### src/rtl/timer_pkg.sv
// rtl/timer_pkg.sv - shared encodings for the timer bank: FSM states, register offsets, CTRL fields, modes
package timer_pkg;

    typedef enum logic [1:0] {
        ST_IDLE = 2'd0,
        ST_LOAD = 2'd1,
        ST_CNT  = 2'd2,
        ST_INT  = 2'd3
    } state_t;

    typedef enum logic [1:0] {
        MODE_ONESHOT = 2'd0,
        MODE_PULSE   = 2'd1,
        MODE_STICKY  = 2'd2,
        MODE_RSVD    = 2'd3
    } mode_t;

    // Word offsets inside a channel's 16-byte window (byte offset >> 2)
    localparam logic [1:0] OFF_CTRL   = 2'd0;
    localparam logic [1:0] OFF_PRESET = 2'd1;
    localparam logic [1:0] OFF_COUNT  = 2'd2;
    localparam logic [1:0] OFF_RSVD   = 2'd3;

    localparam int CTRL_EN      = 0;
    localparam int CTRL_MODE_LO = 1;
    localparam int CTRL_MODE_HI = 2;
    localparam int CTRL_IM      = 3;
    localparam int CTRL_PEND    = 4;

    // The reserved mode code behaves exactly like one-shot
    function automatic mode_t eff_mode(input mode_t m);
        return (m == MODE_RSVD) ? MODE_ONESHOT : m;
    endfunction

endpackage

### src/rtl/timer_channel.sv
// rtl/timer_channel.sv - one down-counting timer channel: CTRL/PRESET/COUNT registers and its FSM
module timer_channel
    import timer_pkg::*;
#(
    parameter int CNT_W = 32
) (
    input  logic             clk,
    input  logic             reset,
    input  logic             ctrl_we,
    input  logic             preset_we,
    input  logic [CNT_W-1:0] wdata,
    output logic [31:0]      ctrl_rd,
    output logic [31:0]      preset_rd,
    output logic [31:0]      count_rd,
    output logic             irq
);

    state_t           state;
    mode_t            mode;
    mode_t            run_mode;
    logic             en;
    logic             im;
    logic             pend;
    logic [CNT_W-1:0] preset;
    logic [CNT_W-1:0] count;
    logic             stop;
    logic             pend_set;
    logic             pend_clr;

    assign run_mode = eff_mode(mode);
    assign stop     = ctrl_we && !wdata[CTRL_EN];
    assign pend_set = (state == ST_INT) && (run_mode == MODE_STICKY);
    assign pend_clr = ctrl_we && wdata[CTRL_PEND];

    always_ff @(posedge clk or posedge reset) begin
        if (reset) begin
            state  <= ST_IDLE;
            mode   <= MODE_ONESHOT;
            en     <= 1'b0;
            im     <= 1'b0;
            pend   <= 1'b0;
            preset <= '0;
            count  <= '0;
        end else begin
            // A stopping CTRL write freezes COUNT, so hardware progress is skipped
            if (!stop) begin
                case (state)
                    ST_LOAD: begin
                        count <= preset;
                        state <= ST_CNT;
                    end
                    ST_CNT: begin
                        if (count != '0) count <= count - CNT_W'(1);
                        else             state <= ST_INT;
                    end
                    ST_INT: begin
                        if (run_mode == MODE_ONESHOT) begin
                            en    <= 1'b0;
                            state <= ST_IDLE;
                        end else begin
                            state <= ST_LOAD;
                        end
                    end
                    default: ;
                endcase
            end

            // Bus write overrides the hardware EN clear; a re-enable from INT restarts
            if (ctrl_we) begin
                en   <= wdata[CTRL_EN];
                mode <= mode_t'(wdata[CTRL_MODE_HI:CTRL_MODE_LO]);
                im   <= wdata[CTRL_IM];
                if (!wdata[CTRL_EN])
                    state <= ST_IDLE;
                else if (state == ST_IDLE || state == ST_INT)
                    state <= ST_LOAD;
            end

            pend <= pend_set || (pend && !pend_clr);

            if (preset_we) preset <= wdata;
        end
    end

    assign irq       = im && (pend || (state == ST_INT && run_mode != MODE_STICKY));
    assign ctrl_rd   = {27'd0, pend, im, mode, en};
    assign preset_rd = 32'(preset);
    assign count_rd  = 32'(count);

endmodule

### src/rtl/timer_bank.sv
// rtl/timer_bank.sv - bank of independent timer channels behind a word-addressed register window
module timer_bank
    import timer_pkg::*;
#(
    parameter int          NUM_CH = 2,
    parameter int          CNT_W  = 32,
    parameter logic [31:0] BASE   = 32'h0000_7f00
) (
    input  logic              clk,
    input  logic              reset,
    input  logic [29:0]       addr,
    input  logic              we,
    input  logic [31:0]       wdata,
    output logic [31:0]       rdata,
    output logic              hit,
    output logic [NUM_CH-1:0] irq
);

    logic [29:0] woff;
    logic [27:0] sel_ch;
    logic [1:0]  sel_word;
    logic        in_range;

    logic [31:0] ctrl_rd   [NUM_CH];
    logic [31:0] preset_rd [NUM_CH];
    logic [31:0] count_rd  [NUM_CH];

    // Addresses below BASE wrap to huge offsets and fall out of range
    assign woff     = addr - BASE[31:2];
    assign sel_ch   = woff[29:2];
    assign sel_word = woff[1:0];
    assign in_range = woff < 30'(4 * NUM_CH);
    assign hit      = in_range && (sel_word != OFF_RSVD);

    for (genvar i = 0; i < NUM_CH; i++) begin : g_ch
        logic sel;
        assign sel = hit && we && (sel_ch == 28'(i));

        timer_channel #(
            .CNT_W (CNT_W)
        ) u_ch (
            .clk       (clk),
            .reset     (reset),
            .ctrl_we   (sel && sel_word == OFF_CTRL),
            .preset_we (sel && sel_word == OFF_PRESET),
            .wdata     (wdata[CNT_W-1:0]),
            .ctrl_rd   (ctrl_rd[i]),
            .preset_rd (preset_rd[i]),
            .count_rd  (count_rd[i]),
            .irq       (irq[i])
        );
    end

    always_comb begin
        rdata = '0;
        for (int i = 0; i < NUM_CH; i++) begin
            if (hit && sel_ch == 28'(i)) begin
                case (sel_word)
                    OFF_CTRL:   rdata = ctrl_rd[i];
                    OFF_PRESET: rdata = preset_rd[i];
                    OFF_COUNT:  rdata = count_rd[i];
                    default:    ;
                endcase
            end
        end
    end

endmodule

### config.mk
export PLATFORM = sky130hd
export DESIGN_NAME = timer_bank
export DESIGN_NICKNAME = d
export VERILOG_FILES = /design/src/rtl/timer_pkg.sv /design/src/rtl/timer_channel.sv /design/src/rtl/timer_bank.sv
export SDC_FILE = /design/constraint.sdc
export NUM_CORES = 1
export LEC_CHECK = 0
export BUFFER_PORTS_ARGS = -buffer_cell sky130_fd_sc_hd__buf_2
export CAP_MARGIN = 20
export CORE_UTILIZATION = 33
export CTS_CLUSTER_DIAMETER = 30
export DETAILED_ROUTE_END_ITERATION = 10
export SLEW_MARGIN = 20
export SYNTH_ARGS = -nofsm -noshare
export SYNTH_HDL_FRONTEND = slang
export SYNTH_HIERARCHICAL = 1
export SYNTH_SLANG_ARGS = --single-unit
### constraint.sdc
create_clock -name clk -period 2.7 [get_ports clk]
set_input_delay 0.27 -clock clk [delete_from_list [all_inputs] [get_ports clk]]
set_output_delay 0.27 -clock clk [all_outputs]
set_load 0.01 [all_outputs]
==> metrics <==
Slew Limit Fails=0; antenna violations before repair=0; remaining design rule violation count=0; crit path capture type=register; routed via count=8580; Post-CTS Setup Inserts=0; clock transition at the register clock pins on the worst setup and hold paths after CTS=0.06 ns; layout cells sized above 1=30.8%; half-perimeter wire length after placement=22200 um; via count of the first global-routing pass=8205; final wirelength=30300 um; final core utilization=39.8%; most common library cell in the layout ignoring fill and taps=sky130_fd_sc_hd__dfrtp_1; power density cells=434 nW/um^2; path class of the lowest-slack min-delay path=in2reg; Final Net Count=1187; starting density of the core=33.8%; number of clock sinks seen by CTS=142; register area share after synthesis=36.2%; Area after DPL=10900 sq um; GRT Total Usage=20.2%; number of vias per cell=5.69; total clock buffers created by CTS=17; post-route fraction of the period consumed by the critical path=94.9%; post-route ant nets=0; measured slew at the worst slew-check pin=0.760 ns; leak pwr=5.08 nW; WS Path Type=reg2reg; Routed WL per cell=20.1 um; Data arrival, critical path=2.87 ns; Post-synth ARST share=100%; Slew Limit Headroom=49.3%; CP startpoint kind=register; DP Worst Slack=-0.0996 ns; maximum number of pins on one net before global-route repair=72; count of distinct cell types in the synthesized netlist=77; H-tree depth=4; number of top-level pins=100; Synth Register Bits=142; full die area=30500 sq um; most frequent cells in the layout=142 x sky130_fd_sc_hd__dfrtp_1, 99 x sky130_fd_sc_hd__buf_2, 84 x sky130_fd_sc_hd__mux2_2; Primary FF master, synth=sky130_fd_sc_hd__dfrtp_1; hold-critical path depth=2; power after layout=5.01 mW; cells on worst reg2reg path=7; TritonCTS clock tree=built; setup slack after layout=0.138 ns; Chip Width=175 um; total overflow reported by the global router=0; Crit Path Max Fanout=15; global-route wire length before repair=48100 um; Setup-failing EPs final=0; required time worst endpoint=3.01 ns; Synth-to-Final Area Change=17.4%; total core area=29000 sq um; Syn. warnings=6; antenna diode instance count=0; Iteration-0 DRC Markers=781; Skew-Pair Late Insertion Delay=0.44 ns; # rows=62; Max VDD drop=0.254 mV; Syn Area/Cell=9.82 sq um; final-report hold violation count=0; die extent in y=175 um; Finished Cell Area=11500 sq um; combined area of all synthesized cells=9820 sq um; Mapped Cells=1000; root buffer cell=sky130_fd_sc_hd__clkbuf_16; FMAX=390 MHz; clock tree buffer depth=2; setup repair after global routing missed its margin=false; First-pass DRT Iterations=5; PortBufs=99; Worst Skew=0.00956 ns; last weighted congestion value of the routability-driven placer=0.869; outcome=finished, final reports clean; number of enable-type register cells in the synthesized netlist=0; number of max-cap violations=0; post-layout min period=2.56 ns
## worst max-delay path: stages (launching register included)
cell and delay (ns):
sky130_fd_sc_hd__dfrtp_1 0.39, sky130_fd_sc_hd__or4_1 0.55, sky130_fd_sc_hd__or3_4 0.43, sky130_fd_sc_hd__buf_4 0.18, sky130_fd_sc_hd__o31a_2 0.43, sky130_fd_sc_hd__buf_4 0.23
sky130_fd_sc_hd__a21oi_1 0.15, sky130_fd_sc_hd__a21oi_1 0.06
## layout make-up
class                      count  area, sq um
tap                          384          480
sequential                   142         3550
clock buffer                  19          433
fill                        2869        17500
timing repair buffer         174         1150
clock inverter                13          191
multi-input combinational    752         5640
inverter                      23         86.3
## metrics by stage
stage | cells | hold WS (ns) | TNS [ns]
finish | 1507 | 0.0978 | 0
global route | 1507 | 0.0984 | 0
CTS | 1507 | 0.0800 | 0
detailed placement | 1473 | 0.402 | -0.883
global placement | 1473 | 0.403 | -0.176
floorplan | 1052 | 0.387 | 0
## layer usage
layer	track usage [%]	part of all wire, %	vias to the layer above
met5	0	0	-
met4	9.60	3.8	0
met3	2.41	4.9	65
met2	32.5	47	299
met1	27.1	44	4269
li1	-	-	3947
## power breakdown
| part | total [mW] | internal [mW] | switching (mW) | leakage [nW] |
|---|---|---|---|---|
| combinational | 0.357 | 0.131 | 0.225 | 2.85 |
| sequential | 2.13 | 2.13 | 0.0000000321 | 1.94 |
| clock | 2.52 | 1.55 | 0.972 | 0.293 |
## cell families (layout without fill, tap and decap cells)
family          after synthesis  in the layout  synth area share (%)
flops                       142            142                  36.2
mux                         149            149                  16.9
compound gates              302            303                  22.6
fa+ha+maj                    12             12                  1.53
simple gates                234            234                  13.7
other cells                   2             54                0.0765
buf+inv                     159            229                  9.03
## cell usage after synthesis, types with 4 or more instances
master / number / area, sq um
sky130_fd_sc_hd__nor2b_1: 11 / 68.8
sky130_fd_sc_hd__o22ai_1: 21 / 131
sky130_fd_sc_hd__a2bb2oi_1: 6 / 52.6
sky130_fd_sc_hd__o32ai_1: 5 / 43.8
sky130_fd_sc_hd__nor4_2: 8 / 100
sky130_fd_sc_hd__mux2_1: 49 / 552
sky130_fd_sc_hd__nand2_1: 62 / 233
sky130_fd_sc_hd__clkbuf_1: 39 / 146
sky130_fd_sc_hd__dfrtp_1: 142 / 3550
sky130_fd_sc_hd__nor4_1: 19 / 119
sky130_fd_sc_hd__a2111oi_2: 20 / 300
sky130_fd_sc_hd__mux2i_1: 15 / 150
sky130_fd_sc_hd__inv_1: 21 / 78.8
sky130_fd_sc_hd__o21a_1: 4 / 30.0
sky130_fd_sc_hd__buf_2: 19 / 95.1
sky130_fd_sc_hd__a21oi_1: 58 / 290
sky130_fd_sc_hd__o41a_1: 4 / 45.0
sky130_fd_sc_hd__buf_1: 8 / 30.0
sky130_fd_sc_hd__ha_1: 12 / 150
sky130_fd_sc_hd__nand4_1: 4 / 25.0
sky130_fd_sc_hd__o31a_1: 9 / 78.8
sky130_fd_sc_hd__a22oi_1: 28 / 210
sky130_fd_sc_hd__nand3_1: 18 / 90.1
sky130_fd_sc_hd__buf_4: 69 / 518
sky130_fd_sc_hd__or4_1: 8 / 60.1
sky130_fd_sc_hd__mux2_2: 84 / 946
sky130_fd_sc_hd__nand2b_1: 10 / 62.6
sky130_fd_sc_hd__or3_1: 4 / 25.0
sky130_fd_sc_hd__o21ai_0: 65 / 325
sky130_fd_sc_hd__a31oi_1: 11 / 68.8
sky130_fd_sc_hd__nand3b_1: 4 / 30.0
sky130_fd_sc_hd__nor3_1: 29 / 145
sky130_fd_sc_hd__a221oi_1: 31 / 272
sky130_fd_sc_hd__nor2_1: 33 / 124
sky130_fd_sc_hd__a2111oi_1: 6 / 60.1
## path summary, 6_finish.rpt
| check | slack [ns] | end | from |
|---|---|---|---|
| setup / recovery | 0.14 | g_ch[0].u_ch/count_rd[9] | g_ch[0].u_ch/count_rd[22] |
| hold / removal | 0.1 | g_ch[1].u_ch/preset_rd[11] | wdata[11] |
| hold reg to reg | 0.53 | g_ch[0].u_ch/en | g_ch[0].u_ch/en |
| max in group asynchronous | 1.41 | g_ch[0].u_ch/preset_rd[4] | reset |
| setup reg to reg | 0.14 | g_ch[0].u_ch/count_rd[9] | g_ch[0].u_ch/count_rd[22] |
| min in group asynchronous | 0.46 | g_ch[1].u_ch/preset_rd[28] | reset |
## sequential cells by signal, indices dropped and copies added, names as in the netlist
name / cells
g_ch.u_ch/pend: 2
g_ch.u_ch/count_rd: 64
g_ch.u_ch/im: 2
g_ch.u_ch/en: 2
g_ch.u_ch/preset_rd: 64
g_ch.u_ch/state: 4
g_ch.u_ch/mode: 4
## what timing repair did
item	4_1_cts	5_1_grt
gates cloned	1	0
setup endpoints to repair	19	8
resized for setup	1	4
endpoints found under the hold margin	73	0
hold buffers	1	0
pin swaps	1	0
No activity file was read; power rests on OpenSTA's default activity.
